--- src/rtl/rs_age_multi.sv ---
`default_nettype none
// ============================================================================
// Module      : rs_age_multi
// Description : Age-ordered reservation station with multi-port CDB wakeup.
//               Holds up to DEPTH dispatched instructions and issues the
//               single oldest one whose operands are ready and whose
//               functional unit is free.
// Ports       : clk, reset (async, active-low)
//               disp_*   : one allocation per cycle, gated by rs_full
//               cdb_*    : NUM_CDB tag broadcast ports for operand wakeup
//               *_free   : functional-unit availability (mult / ex / mem)
//               flush    : squash every entry
//               rs_full, rs_count : registered occupancy
//               issue_*  : combinational payload of the selected entry
// Options     : RS_CDB_BYPASS_EN - CDB matches of the current cycle count as
//               ready for selection in that same cycle.
// Revision    : 1.0 - initial release
// ============================================================================

`ifndef ALU_MULQ
`define ALU_MULQ 5'h0b
`endif
`ifndef NOOP_INST
`define NOOP_INST 32'h47ff041f
`endif

module rs_age_multi #(
    parameter int DEPTH   = 8,
    parameter int PRF_IDX = 6,
    parameter int ROB_IDX = 5,
    parameter int NUM_CDB = 2,
    parameter int CNT_W   = $clog2(DEPTH + 1)
) (
    input  logic                       clk,
    input  logic                       reset,
    input  logic                       disp_valid,
    input  logic [PRF_IDX-1:0]         disp_prega_idx,
    input  logic [PRF_IDX-1:0]         disp_pregb_idx,
    input  logic [PRF_IDX-1:0]         disp_pdest_idx,
    input  logic                       disp_prega_valid,
    input  logic                       disp_pregb_valid,
    input  logic [4:0]                 disp_ALUop,
    input  logic                       disp_rd_mem,
    input  logic                       disp_wr_mem,
    input  logic [31:0]                disp_IR,
    input  logic [63:0]                disp_npc,
    input  logic [ROB_IDX-1:0]         disp_rob_idx,
    input  logic [NUM_CDB-1:0]         cdb_valid,
    input  logic [NUM_CDB*PRF_IDX-1:0] cdb_tag,
    input  logic                       mult_free,
    input  logic                       ex_free,
    input  logic                       mem_free,
    input  logic                       flush,
    output logic                       rs_full,
    output logic [CNT_W-1:0]           rs_count,
    output logic                       issue_valid,
    output logic [PRF_IDX-1:0]         issue_pdest_idx,
    output logic [PRF_IDX-1:0]         issue_prega_idx,
    output logic [PRF_IDX-1:0]         issue_pregb_idx,
    output logic [4:0]                 issue_ALUop,
    output logic                       issue_rd_mem,
    output logic                       issue_wr_mem,
    output logic [31:0]                issue_IR,
    output logic [63:0]                issue_npc,
    output logic [ROB_IDX-1:0]         issue_rob_idx
);

    localparam int                 c_AGE_W    = $clog2(DEPTH);
    localparam logic [CNT_W-1:0]   c_DEPTH    = CNT_W'(DEPTH);
    localparam logic [c_AGE_W-1:0] c_RANK_ONE = c_AGE_W'(1);

    // Per-entry state
    logic [DEPTH-1:0]   r_busy;
    logic [DEPTH-1:0]   r_a_rdy;
    logic [DEPTH-1:0]   r_b_rdy;
    logic [c_AGE_W-1:0] r_rank  [DEPTH];
    logic [PRF_IDX-1:0] r_prega [DEPTH];
    logic [PRF_IDX-1:0] r_pregb [DEPTH];
    logic [PRF_IDX-1:0] r_pdest [DEPTH];
    logic [4:0]         r_aluop [DEPTH];
    logic [DEPTH-1:0]   r_rd_mem;
    logic [DEPTH-1:0]   r_wr_mem;
    logic [31:0]        r_ir    [DEPTH];
    logic [63:0]        r_npc   [DEPTH];
    logic [ROB_IDX-1:0] r_rob   [DEPTH];
    logic [CNT_W-1:0]   r_count;
    logic               r_full;

    logic [DEPTH-1:0]   w_cdb_a_hit;
    logic [DEPTH-1:0]   w_cdb_b_hit;
    logic               w_disp_a_rdy;
    logic               w_disp_b_rdy;
    logic [DEPTH-1:0]   w_a_ok;
    logic [DEPTH-1:0]   w_b_ok;
    logic [DEPTH-1:0]   w_fu_free;
    logic [DEPTH-1:0]   w_elig;
    logic               w_found;
    logic [c_AGE_W-1:0] w_sel_rank;
    logic [DEPTH-1:0]   w_sel_oh;
    logic               w_issue;
    logic               w_free_found;
    logic [DEPTH-1:0]   w_free_oh;
    logic               w_alloc;
    logic [DEPTH-1:0]   w_alloc_oh;
    logic [CNT_W-1:0]   w_count_after_issue;
    logic [CNT_W-1:0]   w_count_nxt;
    logic [c_AGE_W-1:0] w_new_rank;

    // CDB tag compare against resident entries and the incoming dispatch
    always_comb begin
        w_cdb_a_hit  = '0;
        w_cdb_b_hit  = '0;
        w_disp_a_rdy = disp_prega_valid;
        w_disp_b_rdy = disp_pregb_valid;
        for (int k = 0; k < NUM_CDB; k++) begin
            if (cdb_valid[k]) begin
                for (int i = 0; i < DEPTH; i++) begin
                    if (cdb_tag[k*PRF_IDX +: PRF_IDX] == r_prega[i]) w_cdb_a_hit[i] = 1'b1;
                    if (cdb_tag[k*PRF_IDX +: PRF_IDX] == r_pregb[i]) w_cdb_b_hit[i] = 1'b1;
                end
                if (cdb_tag[k*PRF_IDX +: PRF_IDX] == disp_prega_idx) w_disp_a_rdy = 1'b1;
                if (cdb_tag[k*PRF_IDX +: PRF_IDX] == disp_pregb_idx) w_disp_b_rdy = 1'b1;
            end
        end
    end

`ifdef RS_CDB_BYPASS_EN
    assign w_a_ok = r_a_rdy | w_cdb_a_hit;
    assign w_b_ok = r_b_rdy | w_cdb_b_hit;
`else
    // Registered readiness only keeps the tag compare off the select path
    assign w_a_ok = r_a_rdy;
    assign w_b_ok = r_b_rdy;
`endif

    // Eligibility and oldest-first selection; busy ranks are unique
    always_comb begin
        w_fu_free  = '0;
        w_elig     = '0;
        w_found    = 1'b0;
        w_sel_rank = '0;
        w_sel_oh   = '0;
        for (int i = 0; i < DEPTH; i++) begin
            if (r_rd_mem[i] || r_wr_mem[i])   w_fu_free[i] = mem_free;
            else if (r_aluop[i] == `ALU_MULQ) w_fu_free[i] = mult_free;
            else                              w_fu_free[i] = ex_free;
            w_elig[i] = r_busy[i] & w_a_ok[i] & w_b_ok[i] & w_fu_free[i];
            if (w_elig[i] && (!w_found || (r_rank[i] < w_sel_rank))) begin
                w_found     = 1'b1;
                w_sel_rank  = r_rank[i];
                w_sel_oh    = '0;
                w_sel_oh[i] = 1'b1;
            end
        end
    end

    assign w_issue = w_found & ~flush;

    // Lowest free slot in registered state; a slot freed by this cycle's
    // issue is still busy here and so is not reused until next cycle
    always_comb begin
        w_free_found = 1'b0;
        w_free_oh    = '0;
        for (int i = 0; i < DEPTH; i++) begin
            if (!r_busy[i] && !w_free_found) begin
                w_free_found = 1'b1;
                w_free_oh[i] = 1'b1;
            end
        end
    end

    assign w_alloc             = disp_valid & ~r_full & ~flush & w_free_found;
    assign w_alloc_oh          = w_free_oh & {DEPTH{w_alloc}};
    assign w_count_after_issue = r_count - CNT_W'(w_issue);
    assign w_count_nxt         = w_count_after_issue + CNT_W'(w_alloc);
    // Never full when allocating, so the post-issue count fits a rank
    assign w_new_rank          = w_count_after_issue[c_AGE_W-1:0];

    always_ff @(posedge clk or negedge reset) begin
        if (!reset) begin
            r_busy  <= '0;
            r_a_rdy <= '0;
            r_b_rdy <= '0;
            for (int i = 0; i < DEPTH; i++) r_rank[i] <= '0;
            r_count <= '0;
            r_full  <= 1'b0;
        end else if (flush) begin
            r_busy  <= '0;
            r_count <= '0;
            r_full  <= 1'b0;
        end else begin
            r_count <= w_count_nxt;
            r_full  <= (w_count_nxt == c_DEPTH);
            for (int i = 0; i < DEPTH; i++) begin
                if (w_cdb_a_hit[i]) r_a_rdy[i] <= 1'b1;
                if (w_cdb_b_hit[i]) r_b_rdy[i] <= 1'b1;
                if (w_issue && r_busy[i] && (r_rank[i] > w_sel_rank))
                    r_rank[i] <= r_rank[i] - c_RANK_ONE;
                if (w_issue && w_sel_oh[i]) r_busy[i] <= 1'b0;
                if (w_alloc_oh[i]) begin
                    r_busy[i]  <= 1'b1;
                    r_a_rdy[i] <= w_disp_a_rdy;
                    r_b_rdy[i] <= w_disp_b_rdy;
                    r_rank[i]  <= w_new_rank;
                end
            end
        end
    end

    // Payload is only observed while busy, so it needs no reset
    always_ff @(posedge clk) begin
        for (int i = 0; i < DEPTH; i++) begin
            if (w_alloc_oh[i]) begin
                r_prega[i]  <= disp_prega_idx;
                r_pregb[i]  <= disp_pregb_idx;
                r_pdest[i]  <= disp_pdest_idx;
                r_aluop[i]  <= disp_ALUop;
                r_rd_mem[i] <= disp_rd_mem;
                r_wr_mem[i] <= disp_wr_mem;
                r_ir[i]     <= disp_IR;
                r_npc[i]    <= disp_npc;
                r_rob[i]    <= disp_rob_idx;
            end
        end
    end

    always_comb begin
        issue_pdest_idx = '0;
        issue_prega_idx = '0;
        issue_pregb_idx = '0;
        issue_ALUop     = '0;
        issue_rd_mem    = 1'b0;
        issue_wr_mem    = 1'b0;
        issue_IR        = `NOOP_INST;
        issue_npc       = '0;
        issue_rob_idx   = '0;
        if (w_issue) begin
            for (int i = 0; i < DEPTH; i++) begin
                if (w_sel_oh[i]) begin
                    issue_pdest_idx = r_pdest[i];
                    issue_prega_idx = r_prega[i];
                    issue_pregb_idx = r_pregb[i];
                    issue_ALUop     = r_aluop[i];
                    issue_rd_mem    = r_rd_mem[i];
                    issue_wr_mem    = r_wr_mem[i];
                    issue_IR        = r_ir[i];
                    issue_npc       = r_npc[i];
                    issue_rob_idx   = r_rob[i];
                end
            end
        end
    end

    assign issue_valid = w_issue;
    assign rs_full     = r_full;
    assign rs_count    = r_count;

endmodule

`default_nettype wire

--- config.mk ---
export PLATFORM = sky130hd
export DESIGN_NAME = rs_age_multi
export DESIGN_NICKNAME = d
export VERILOG_FILES = /design/src/rtl/rs_age_multi.sv
export SDC_FILE = /design/constraint.sdc
export NUM_CORES = 1
export LEC_CHECK = 0
export BUFFER_PORTS_ARGS = -buffer_cell sky130_fd_sc_hd__buf_2
export CAP_MARGIN = 40
export CORE_MARGIN = 2
export CORE_UTILIZATION = 40
export CTS_CLUSTER_DIAMETER = 40
export DETAILED_ROUTE_END_ITERATION = 10
export PLACE_DENSITY_LB_ADDON = 0.12
export SYNTH_ARGS = -nofsm -noshare
export SYNTH_HDL_FRONTEND = slang
export SYNTH_SLANG_ARGS = --single-unit
--- constraint.sdc ---
create_clock -name clk -period 16.22 [get_ports clk]
set_input_delay 1.622 -clock clk [delete_from_list [all_inputs] [get_ports clk]]
set_output_delay 1.622 -clock clk [all_outputs]
set_load 0.01 [all_outputs]
Word-level counts from Yosys, hierarchy flattened
Memory sizes are Yosys's and may differ from the RTL's.
Index checks and enable logic that the tools add are counted.
Word-level totals
  register bits: 69
  memory bits (writable): 992
  input port bits: 149
  output and inout bits: 132
  word-level logic and storage cells: 746
  memories kept: 7
Operators by class
  $add $sub $neg: 10
  magnitude comparators: 15
  eq/ne operators: 45
  multiplexer cells: 410
  bitwise operators: 31
  reductions and logical operators: 178
Memory list
  r_npc: words 8, bits a word 64, rd ports 8, clocked after memory_dff 0, wr ports 1, line 84  | logic [63:0] r_npc [DEPTH];
  r_ir: words 8, bits a word 32, rd ports 8, clocked after memory_dff 0, wr ports 1, line 83  | logic [31:0] r_ir [DEPTH];
  r_pdest: words 8, bits a word 6, rd ports 8, clocked after memory_dff 0, wr ports 1, line 79  | logic [PRF_IDX-1:0] r_pdest [DEPTH];
  r_prega: words 8, bits a word 6, rd ports 8, clocked after memory_dff 0, wr ports 1, line 77  | logic [PRF_IDX-1:0] r_prega [DEPTH];
  r_pregb: words 8, bits a word 6, rd ports 8, clocked after memory_dff 0, wr ports 1, line 78  | logic [PRF_IDX-1:0] r_pregb [DEPTH];
  r_aluop: words 8, bits a word 5, rd ports 8, clocked after memory_dff 0, wr ports 1, line 80  | logic [4:0] r_aluop [DEPTH];
  +1 memories
Operators by type and width (number)
  $mux W64: 16
  $mux W32: 16
  $reduce_or A64 Y1: 7
  $mux W6: 48
  $reduce_or A32 Y1: 7
  $mux W3: 73
  $eq A6 B6 Y1: 36
  $mux W1: 212
  $mux W5: 32
  $reduce_or A6 Y1: 21
  $mux W8: 12
  $reduce_or A5 Y1: 14
  $reduce_and A2 Y1: 24
  $reduce_bool A2 Y1: 24
  $eq A5 B4 Y1 const B: 8
  $logic_and A1 B1 Y1: 38
  $and A1 B1 Y1: 28
  $gt A3 B3 Y1: 8
  $reduce_bool A3 Y1: 8
  $sub A3 B1 Y3 const B: 8
  $lt A3 B3 Y1: 7
  $logic_not A1 Y1: 20
  $logic_or A1 B1 Y1: 15
  $and A8 B8 Y8: 1
  other kinds (5): 6

Logic depth before layout (Yosys ltp)
Gate-level depths: netlist (run 1).
An unclocked memory read counts as a cell.
  depth after elaboration: 43
  mapped depth: 72
  mapped depth without buffers: 64

Least setup slack after synthesis (run 1)
OpenSTA, ideal clock, no wires.
  path kind: input to output
  start point: in mem_free
  end point: out issue_IR[28]
  arrival: 12915 ps
  data required time: 14598 ps
  slack: 1683 ps
  cell stages on the path: 65
  path buffers: 7
  path through: o21ba_2 > nor2_2 > a21boi_1 > nand2_1 > ha_1 > nand2_1 > nand2_1 > a31oi_1 > o21a_1 > buf_2 > nand2_1 > o21ai_0 > inv_1 > ha_1 > a21o_1 > a21oi_1 > a211oi_1 > o22ai_1 > [... 29 more ...] > o21ai_0 > o211ai_1 > nand2_1 > clkbuf_1 > clkbuf_1 > o21ai_0 > ha_1 > and2_1 > nor2b_1 > o211ai_1 > a22oi_1 > nor2_1 > nor4_2 > buf_2 > buf_2 > a22oi_1 > and3_1 > a311oi_1
Between the ends
  longest elaborated chain between the ends: 40
  elaborated cells between the ends (all ways): 77
  those cells by class: order compare (7); mux (40); bitwise (9); reduce/logical (21)
RTL lines
  start: declaration: line 52  | input logic mem_free,
  $mux W1: line 144  | if (r_rd_mem[i] || r_wr_mem[i]) w_fu_free[i] = mem_free;
  $and A1 B1 Y1: line 147  | w_elig[i] = r_busy[i] & w_a_ok[i] & w_b_ok[i] & w_fu_free[i];
  $mux W3 / $mux W1 (equally long branches): line 148  | if (w_elig[i] && (!w_found || (r_rank[i] < w_sel_rank))) begin
  $lt A3 B3 Y1 / $logic_not A1 Y1 (equally long branches): line 148
  $logic_or A1 B1 Y1: line 148
  $logic_and A1 B1 Y1: line 148
  $mux W3 / $mux W1 (equally long branches): line 148
  $lt A3 B3 Y1 / $logic_not A1 Y1 (equally long branches): line 148
  [... 17 more ...]
  $logic_and A1 B1 Y1: line 148
  $mux W3 / $mux W1 (equally long branches): line 148
  $lt A3 B3 Y1 / $logic_not A1 Y1 (equally long branches): line 148
  $logic_or A1 B1 Y1: line 148
  $logic_and A1 B1 Y1: line 148
  $mux W8: line 148
  $mux W32 (8 in a row): line 239  | if (w_sel_oh[i]) begin
  $mux W32 *: line 237  | if (w_issue) begin
  end: declaration: line 63  | output logic [31:0] issue_IR,
Every way passes the cells marked *; elsewhere a longest branch is shown, timed or not.

Worst setup path after layout (run 1)
  start point: in mem_free
  end point: out issue_npc[12]
Between the ends
  longest elaborated chain between the ends: 40
  elaborated cells between the ends (all ways): 77
  those cells by class: order compare (7); mux (40); bitwise (9); reduce/logical (21)
RTL lines
  $mux W1: line 144
  $and A1 B1 Y1: line 147
  $mux W3 / $mux W1 (equally long branches): line 148
  $lt A3 B3 Y1 / $logic_not A1 Y1 (equally long branches): line 148
  $logic_or A1 B1 Y1: line 148
  $logic_and A1 B1 Y1: line 148
  $mux W3 / $mux W1 (equally long branches): line 148
  $lt A3 B3 Y1 / $logic_not A1 Y1 (equally long branches): line 148
  [... 17 more ...]
  $logic_and A1 B1 Y1: line 148
  $mux W3 / $mux W1 (equally long branches): line 148
  $lt A3 B3 Y1 / $logic_not A1 Y1 (equally long branches): line 148
  $logic_or A1 B1 Y1: line 148
  $logic_and A1 B1 Y1: line 148
  $mux W8: line 148
  $mux W64 (8 in a row): line 239
  $mux W64 *: line 237
  end: declaration: line 64  | output logic [63:0] issue_npc,
Marks and branches as above.

==> results of run 1 <==
critical path, delay by kind of cell:
family,cells,cell delay (ns)
adder cells (fa/ha/maj),7,2.06
buffers and inverters,9,1.38
AO/OA/AOI/OAI,28,5.68
multiplexers,3,0.93
AND/OR/NAND/NOR,17,2.03
logic make-up after synthesis:
logic type,synth area share
buffers and inverters,0.0232
and+or+nand+nor,0.0803
DFF,0.696
muxes,0.00259
xor gates and xnor gates,0.0426
adders and majority gates,0.0110
AOI/OAI and AO/OA,0.144
worst max-delay path by stage:
stage | depth (start not counted) | endpoint
5_1_grt | 64 | issue_npc[12]
4_1_cts | 63 | issue_prega_idx[5]
3_3_place_gp | 63 | issue_prega_idx[5]
6_report | 64 | issue_npc[12]
2_1_floorplan | 65 | issue_IR[28]
3_5_place_dp | 63 | issue_prega_idx[5]
state kept, by name (all words and copies together), names as in the netlist, 24 cells and up:
name,flops
r_aluop,40
r_ir,256
r_npc,512
r_pdest,48
r_prega,48
r_pregb,48
r_rank,24
r_rob,40
final cells by class:
type                            instances  area share
Antenna cell                            8    0.000367
Timing Repair Buffer                  400      0.0499
Multi-Input combinational cell       1930       0.237
Clock buffer                          187      0.0759
Tap cell                             1500      0.0344
Sequential cell                      1061       0.579
Clock inverter                        100      0.0209
Inverter                               45     0.00328
routing by layer:
layer,up-vias,track usage
met3,274,0.0637
met4,36,0.0791
met1,16200,0.339
met2,1336,0.412
li1,13700,-
met5,-,0
power groups by stage:
stage / registers, W / clock network, W / logic, W
finish: 0.00310 / 0.00338 / 0.000387
global route: 0.00310 / 0.00355 / 0.000423
CTS: 0.00310 / 0.00344 / 0.000386
detailed placement: 0.00315 / 0 / 0.000384
global placement: 0.00315 / 0 / 0.000369
floorplan: 0.00314 / 0 / 0.000217
placed cells by master, fill, tap and decap left out, types with 15 or more instances in the layout:
| cell type | netlist | final |
|---|---|---|
| a22oi_1 | 106 | 106 |
| dfrtp_1 | 53 | 53 |
| o22ai_1 | 97 | 97 |
| a21oi_1 | 164 | 162 |
| or3_1 | 50 | 50 |
| ha_1 | 40 | 40 |
| buf_4 | 5 | 90 |
| a221oi_1 | 123 | 123 |
| xnor2_1 | 111 | 111 |
| edfxtp_1 | 1008 | 1008 |
| o21ai_0 | 68 | 68 |
| a221o_1 | 53 | 53 |
| o221ai_1 | 44 | 44 |
| nor3_1 | 36 | 31 |
| buf_12 | 0 | 24 |
| o21a_1 | 27 | 27 |
| clkbuf_16 | 0 | 161 |
| bufinv_16 | 0 | 19 |
| clkbuf_1 | 165 | 24 |
| nand2_1 | 270 | 266 |
| clkinv_2 | 0 | 21 |
| nand3_1 | 101 | 101 |
| inv_1 | 41 | 41 |
| buf_2 | 33 | 280 |
| a31oi_1 | 21 | 21 |
| clkinv_1 | 3 | 18 |
| o211ai_1 | 15 | 15 |
| a311oi_1 | 17 | 17 |
| xor2_1 | 110 | 110 |
| nor2_1 | 153 | 147 |
| a211oi_1 | 34 | 34 |
| and3_1 | 20 | 20 |
| nand4_1 | 47 | 47 |
| nor4_1 | 41 | 41 |
stage by stage:
| stage | setup WS (ns) | cell area [µm²] | cells | util |
|---|---|---|---|---|
| floorplan | 1.68 | 45400 | 3256 | - |
| global placement | 0.794 | 49000 | 4927 | 0.436 |
| detailed placement | 0.465 | 49300 | 4936 | 0.438 |
| CTS | 0.406 | 54600 | 5223 | 0.485 |
| global route | -0.0150 | 54600 | 5228 | 0.485 |
| finish | 0.845 | 54600 | 5231 | 0.485 |
what timing repair did:
item,CTS,global route
endpoints found under the setup margin,0,115
hold buffers,0,0
gates resized for setup,0,6
==> metrics.yaml, run 1 <==
yosysTopAreaCell: "edfxtp_1"
worstHoldStart: "r_rank[21]"
coreArea_mm2: 0.112
power_w: 0.00687
first_iter_violations: 3032
dr_total_vias: 31500
yosys_register_bits: 1061
dieArea_mm2: 0.116
numCtsBuffers: 156
routedWlPerCell_um: 28.7
cts.root.buffer_cell: "clkbuf_16"
fmax_mhz: 65.0
cts.sinks: 1061
cts_setup_buffers: 0
finalHoldViolCount: 0
hold_depth: 1
ios: 281
yosysMostFrequentCell: "edfxtp_1"
intPower_w: 0.00532
yosysWarnings: 0
ys_types: 88
peakVddDrop_mv: 0.0961
regToRegSetupSlack_ns: 2.77
max_slew_margin: 0.235
timing.setup.tns_ns: 0
place_congestion: 0.914
crit_top_cell: "ha_1"
run_status: "completed"
synth_edf_count: 1008
crit_start: "mem_free"
worst_clock_skew_ns: 0.0352
crit_fanout: 28
dp_hpwl_mm: 88.0
hp-class: "register to register"
grt_pass1_vias: 32200
syn_area_per_cell_um2: 13.9
critPathCaptureType: "primary output"
vias_per_cell: 6.02
maxCapViolCount: 0
power.leakage_nw: 18.4
synth_top_area_frac: 0.667
slew_violations: 0
drtAntennaViolNets: 0
async_flop_share: 0.0500
cts_tree: "built"
crit_path_top_delay_cell: "a311oi_1"
die_h_um: 341
grt_max_degree: 176
clock_latency_ns: 0.75
drive_gt1_frac: 0.190
grt_pass1_wl_mm: 219
pwr-share-comb: 0.056
synth.area.top_cells: "edfxtp_1 67%, dfrtp_1 2.9%, a221oi_1 2.4%"
critical_path_class: "input port to primary output"
multi_input_area_mm2: 0.0129
r2r-end: "r_rank[11]"
firstDrtPassIters: 8
cp_slowest_stage_delay_ns: 0.40
ys.flop_type: "edfxtp_1"
nets: 3783
synth_common_cells: "1,008 x edfxtp_1, 270 x nand2_1, 165 x clkbuf_1"
p_seq_frac: 0.451
fillers: 9694
final-setup-viol-count: 0
top_layer: "met5"
dieWidth_um: 341
p_clk_frac: 0.492
reg2reg_from: "r_busy[0]"
synthToLayoutAreaGrowth_pct: 20.3
grt_util_all_layers: 0.255
fin_crit_sh: 0.948
drt_wl_total_mm: 150
p_sw_w: 0.00155
drc: 0
cp.required_ns: 14.60
ys_seq_area_frac: 0.696
startpoint_type: "input port"
timing.hold.ws_ns: 0.538
antenna_found_initial: 32
powerDensity_mw_per_mm2: 126
num_rows: 123
period_needed_ns: 15.37
p_sw_frac: 0.226
grt-ovfl-total: 0
mappedNetlistNets: 3445
clock_path_buffers: 3
path_clk_slew_ns: 0.04
worstPathArrival_ns: 13.75
met1Wirelength_mm: 62.4
route.met2.wl_mm: 71.6
synthCells: 3256
cts_max_level: 4
start_util: 0.404
syn_area_mm2: 0.0454
ff_latch_area_mm2: 0.0316
hold_path_end: "r_rank[21]"
route.met3.wl_mm: 12.6
port_buffers: 280
worst_pin_slew_ns: 1.15
ff2ff_path_depth: 66
Power figures use the tool's default switching activity.
==> inputs of run 2 (changes only) <==
Settings changed: ABC_AREA set to 1.
==> run 2 against run 1 <==
Count of clock-buffer cells in the layout shrank 7. First-iteration DRC count grew 1.1%. Worst setup slack gained 2.1 ns. Sequential power is essentially flat. Synthesized area grew 0.40%. Clock skew shrank 0.0086 ns. Design area shrank 0.11%. Critical path type unchanged.
==> metrics.yaml, run 2 <==
top_regs: "r_npc: 512 flops, r_ir: 256 flops"
clock_path_buffers: 3
nets: 4483
place_congestion: 0.909
period_needed_ns: 13.30
fin_area_mm2: 0.0545
max_slew_margin: 0.355
synthCells: 3961
cts.root.buffer_cell: "clkbuf_16"
ios: 281
powerDensity_mw_per_mm2: 129
cts.repair.resized: 0
crit_fanout: 41
start_util: 0.404
power_w: 0.00705
grt_max_degree: 127
worst_clock_skew_ns: 0.0267
firstDrtPassIters: 6
run_status: "completed"
numCtsBuffers: 162
dieWidth_um: 342
yosysTopAreaCell: "edfxtp_1"
power.leakage_nw: 20.9
maxCapViolCount: 0
fin_cells: 5934
dr_total_vias: 31900
grt-ovfl-total: 0
vias_per_cell: 5.38
worstPathArrival_ns: 11.68
hp-class: "register to register"
timing.setup.tns_ns: 0
cts_max_level: 4
path_clk_slew_ns: 0.05
fin_crit_sh: 0.820
drc: 0
finalHoldViolCount: 0
yosysWarnings: 0
num_rows: 123
regMostFlops: "r_npc"
clock_latency_ns: 0.77
routedWlPerCell_um: 23.9
setup_ws_ns: 2.92
fmax_mhz: 75.2
cts.sinks: 1061
first_iter_violations: 3065
grt_pass1_vias: 31000
dpl_worst_slack_ns: 3.07
critical_path_class: "input port to primary output"
crit_family: "simple AND/OR/NAND/NOR gates"
crit_path_top_delay_cell: "nand2_2"
peakVddDrop_mv: 0.106
worst_pin_slew_ns: 0.967
drive_gt1_frac: 0.170
dp_hpwl_mm: 84.7
largest_reg_flops: 512
syn_area_per_cell_um2: 11.5
cp.required_ns: 14.60
grt_util_all_layers: 0.242
place_area_mm2: 0.0490
die_h_um: 342
mappedNetlistNets: 4150
synth_edf_count: 1008
cts_hold_buf: 0
yosysMostFrequentCell: "nand2_1"
final_common_cell: "nand2_1"
cts_tree: "built"
final-setup-viol-count: 0
critPathCaptureType: "primary output"
drt_wl_total_mm: 142
synth_top_area_frac: 0.664
drtAntennaViolNets: 0
async_flop_share: 0.0500
synth.area.top_cells: "edfxtp_1 66%, nand2_1 8.6%, dfrtp_1 2.9%"
rsz0062_at_grt: "false"
place_inst: 5630
fillers: 10100
synth_common_cells: "1,039 x nand2_1, 1,008 x edfxtp_1, 229 x nand3_1"
ys.flop_type: "edfxtp_1"
synthToLayoutAreaGrowth_pct: 19.6
ys_types: 55
syn_area_mm2: 0.0456
coreArea_mm2: 0.113
final_cell_mix: "1,037 x nand2_1, 1,008 x edfxtp_1, 280 x buf_2"
dieArea_mm2: 0.117
slew_violations: 0
crit_top_cell: "nand2_1"
cp_slowest_stage_delay_ns: 0.62
antenna_found_initial: 24
grt_pass1_wl_mm: 209
port_buffers: 280
path_buf_inv: 9
yosys_register_bits: 1061
cts_setup_buffers: 0
ys_seq_area_frac: 0.693
startpoint_type: "input port"
run 2: changes by cell type in the layout (fill, tap and decap cells not counted), sizes merged, moves of 70 or more:
cell and change:
xnor2 -75, nand2 +792, or2 +71, nand3 +130, inv +192, nor2 +70, a22oi -99, o21ai +196
xor2 -72, a221oi -96
run 2: kinds of logic (layout without fill, tap and decap cells):
logic type | count (synthesis) | count (layout) | share of synthesized area
simple gates | 1691 | 1691 | 0.157
flops | 1061 | 1061 | 0.693
compound gates | 664 | 664 | 0.0859
buf+inv | 431 | 901 | 0.0389
xor+xnor | 74 | 74 | 0.0142
fa+ha+maj | 40 | 40 | 0.0110
other cells | 0 | 3 | 0
run 2: cell type report:
| type | count | area [µm²] | area share |
|---|---|---|---|
| Inverter | 246 | 932 | 0.0171 |
| Tap cell | 1500 | 1880 | 0.0344 |
| Clock inverter | 121 | 1360 | 0.0248 |
| Antenna cell | 3 | 7.51 | 0.000138 |
| Multi-Input combinational cell | 2469 | 12300 | 0.226 |
| Sequential cell | 1061 | 31600 | 0.579 |
| Timing Repair Buffer | 354 | 2260 | 0.0415 |
| Clock buffer | 180 | 4200 | 0.0769 |
run 2: per-stage QoR:
stage | utilization | hold slack (ns)
after floorplan | - | 0.445
after CTS | 0.484 | 0.480
after detailed placement | 0.434 | 0.469
final | 0.484 | 0.483
after global placement | 0.430 | 0.467
after global routing | 0.484 | 0.492
run 2: metal layers:
layer / share of wire / up-vias / global-route usage / wire length [µm]
met5: 0.0011 / - / 0 / 162
met4: 0.024 / 24 / 0.0729 / 3410
met3: 0.076 / 247 / 0.0562 / 10800
met2: 0.46 / 1180 / 0.379 / 65100
met1: 0.44 / 15700 / 0.334 / 62500
li1: - / 14800 / - / -
run 2: final timing paths:
path                                           end  slack [ns]          start  depth (start not counted)
worst max-delay path            issue_pdest_idx[4]        2.92       mem_free                         63
worst min-delay path                    r_b_rdy[6]        0.48     r_b_rdy[6]                          2
worst max register to register          r_rank[10]        5.82  r_aluop[0][2]                         69
worst min register to register          r_b_rdy[6]        0.48     r_b_rdy[6]                          2
max in group asynchronous               r_rank[14]       14.59          reset                          2
min in group asynchronous              rs_count[0]        1.03          reset                          2
run 2: worst register-to-register path, delay by kind of cell, from the launching register on:
| family | cells | cell delay, ns |
|---|---|---|
| compound gates | 11 | 2.44 |
| fa+ha+maj | 8 | 2.35 |
| simple gates | 40 | 3.67 |
| buf+inv | 10 | 1.41 |
| flops | 1 | 0.36 |
run 2: where the power goes:
part	switching (W)	leakage (nW)	total, W	internal (W)
clock network	0.00130	2.67	0.00353	0.00223
registers	0.0000394	9.76	0.00310	0.00306
logic	0.000282	8.47	0.000418	0.000137
total	0.00162	20.9	0.00705	0.00543
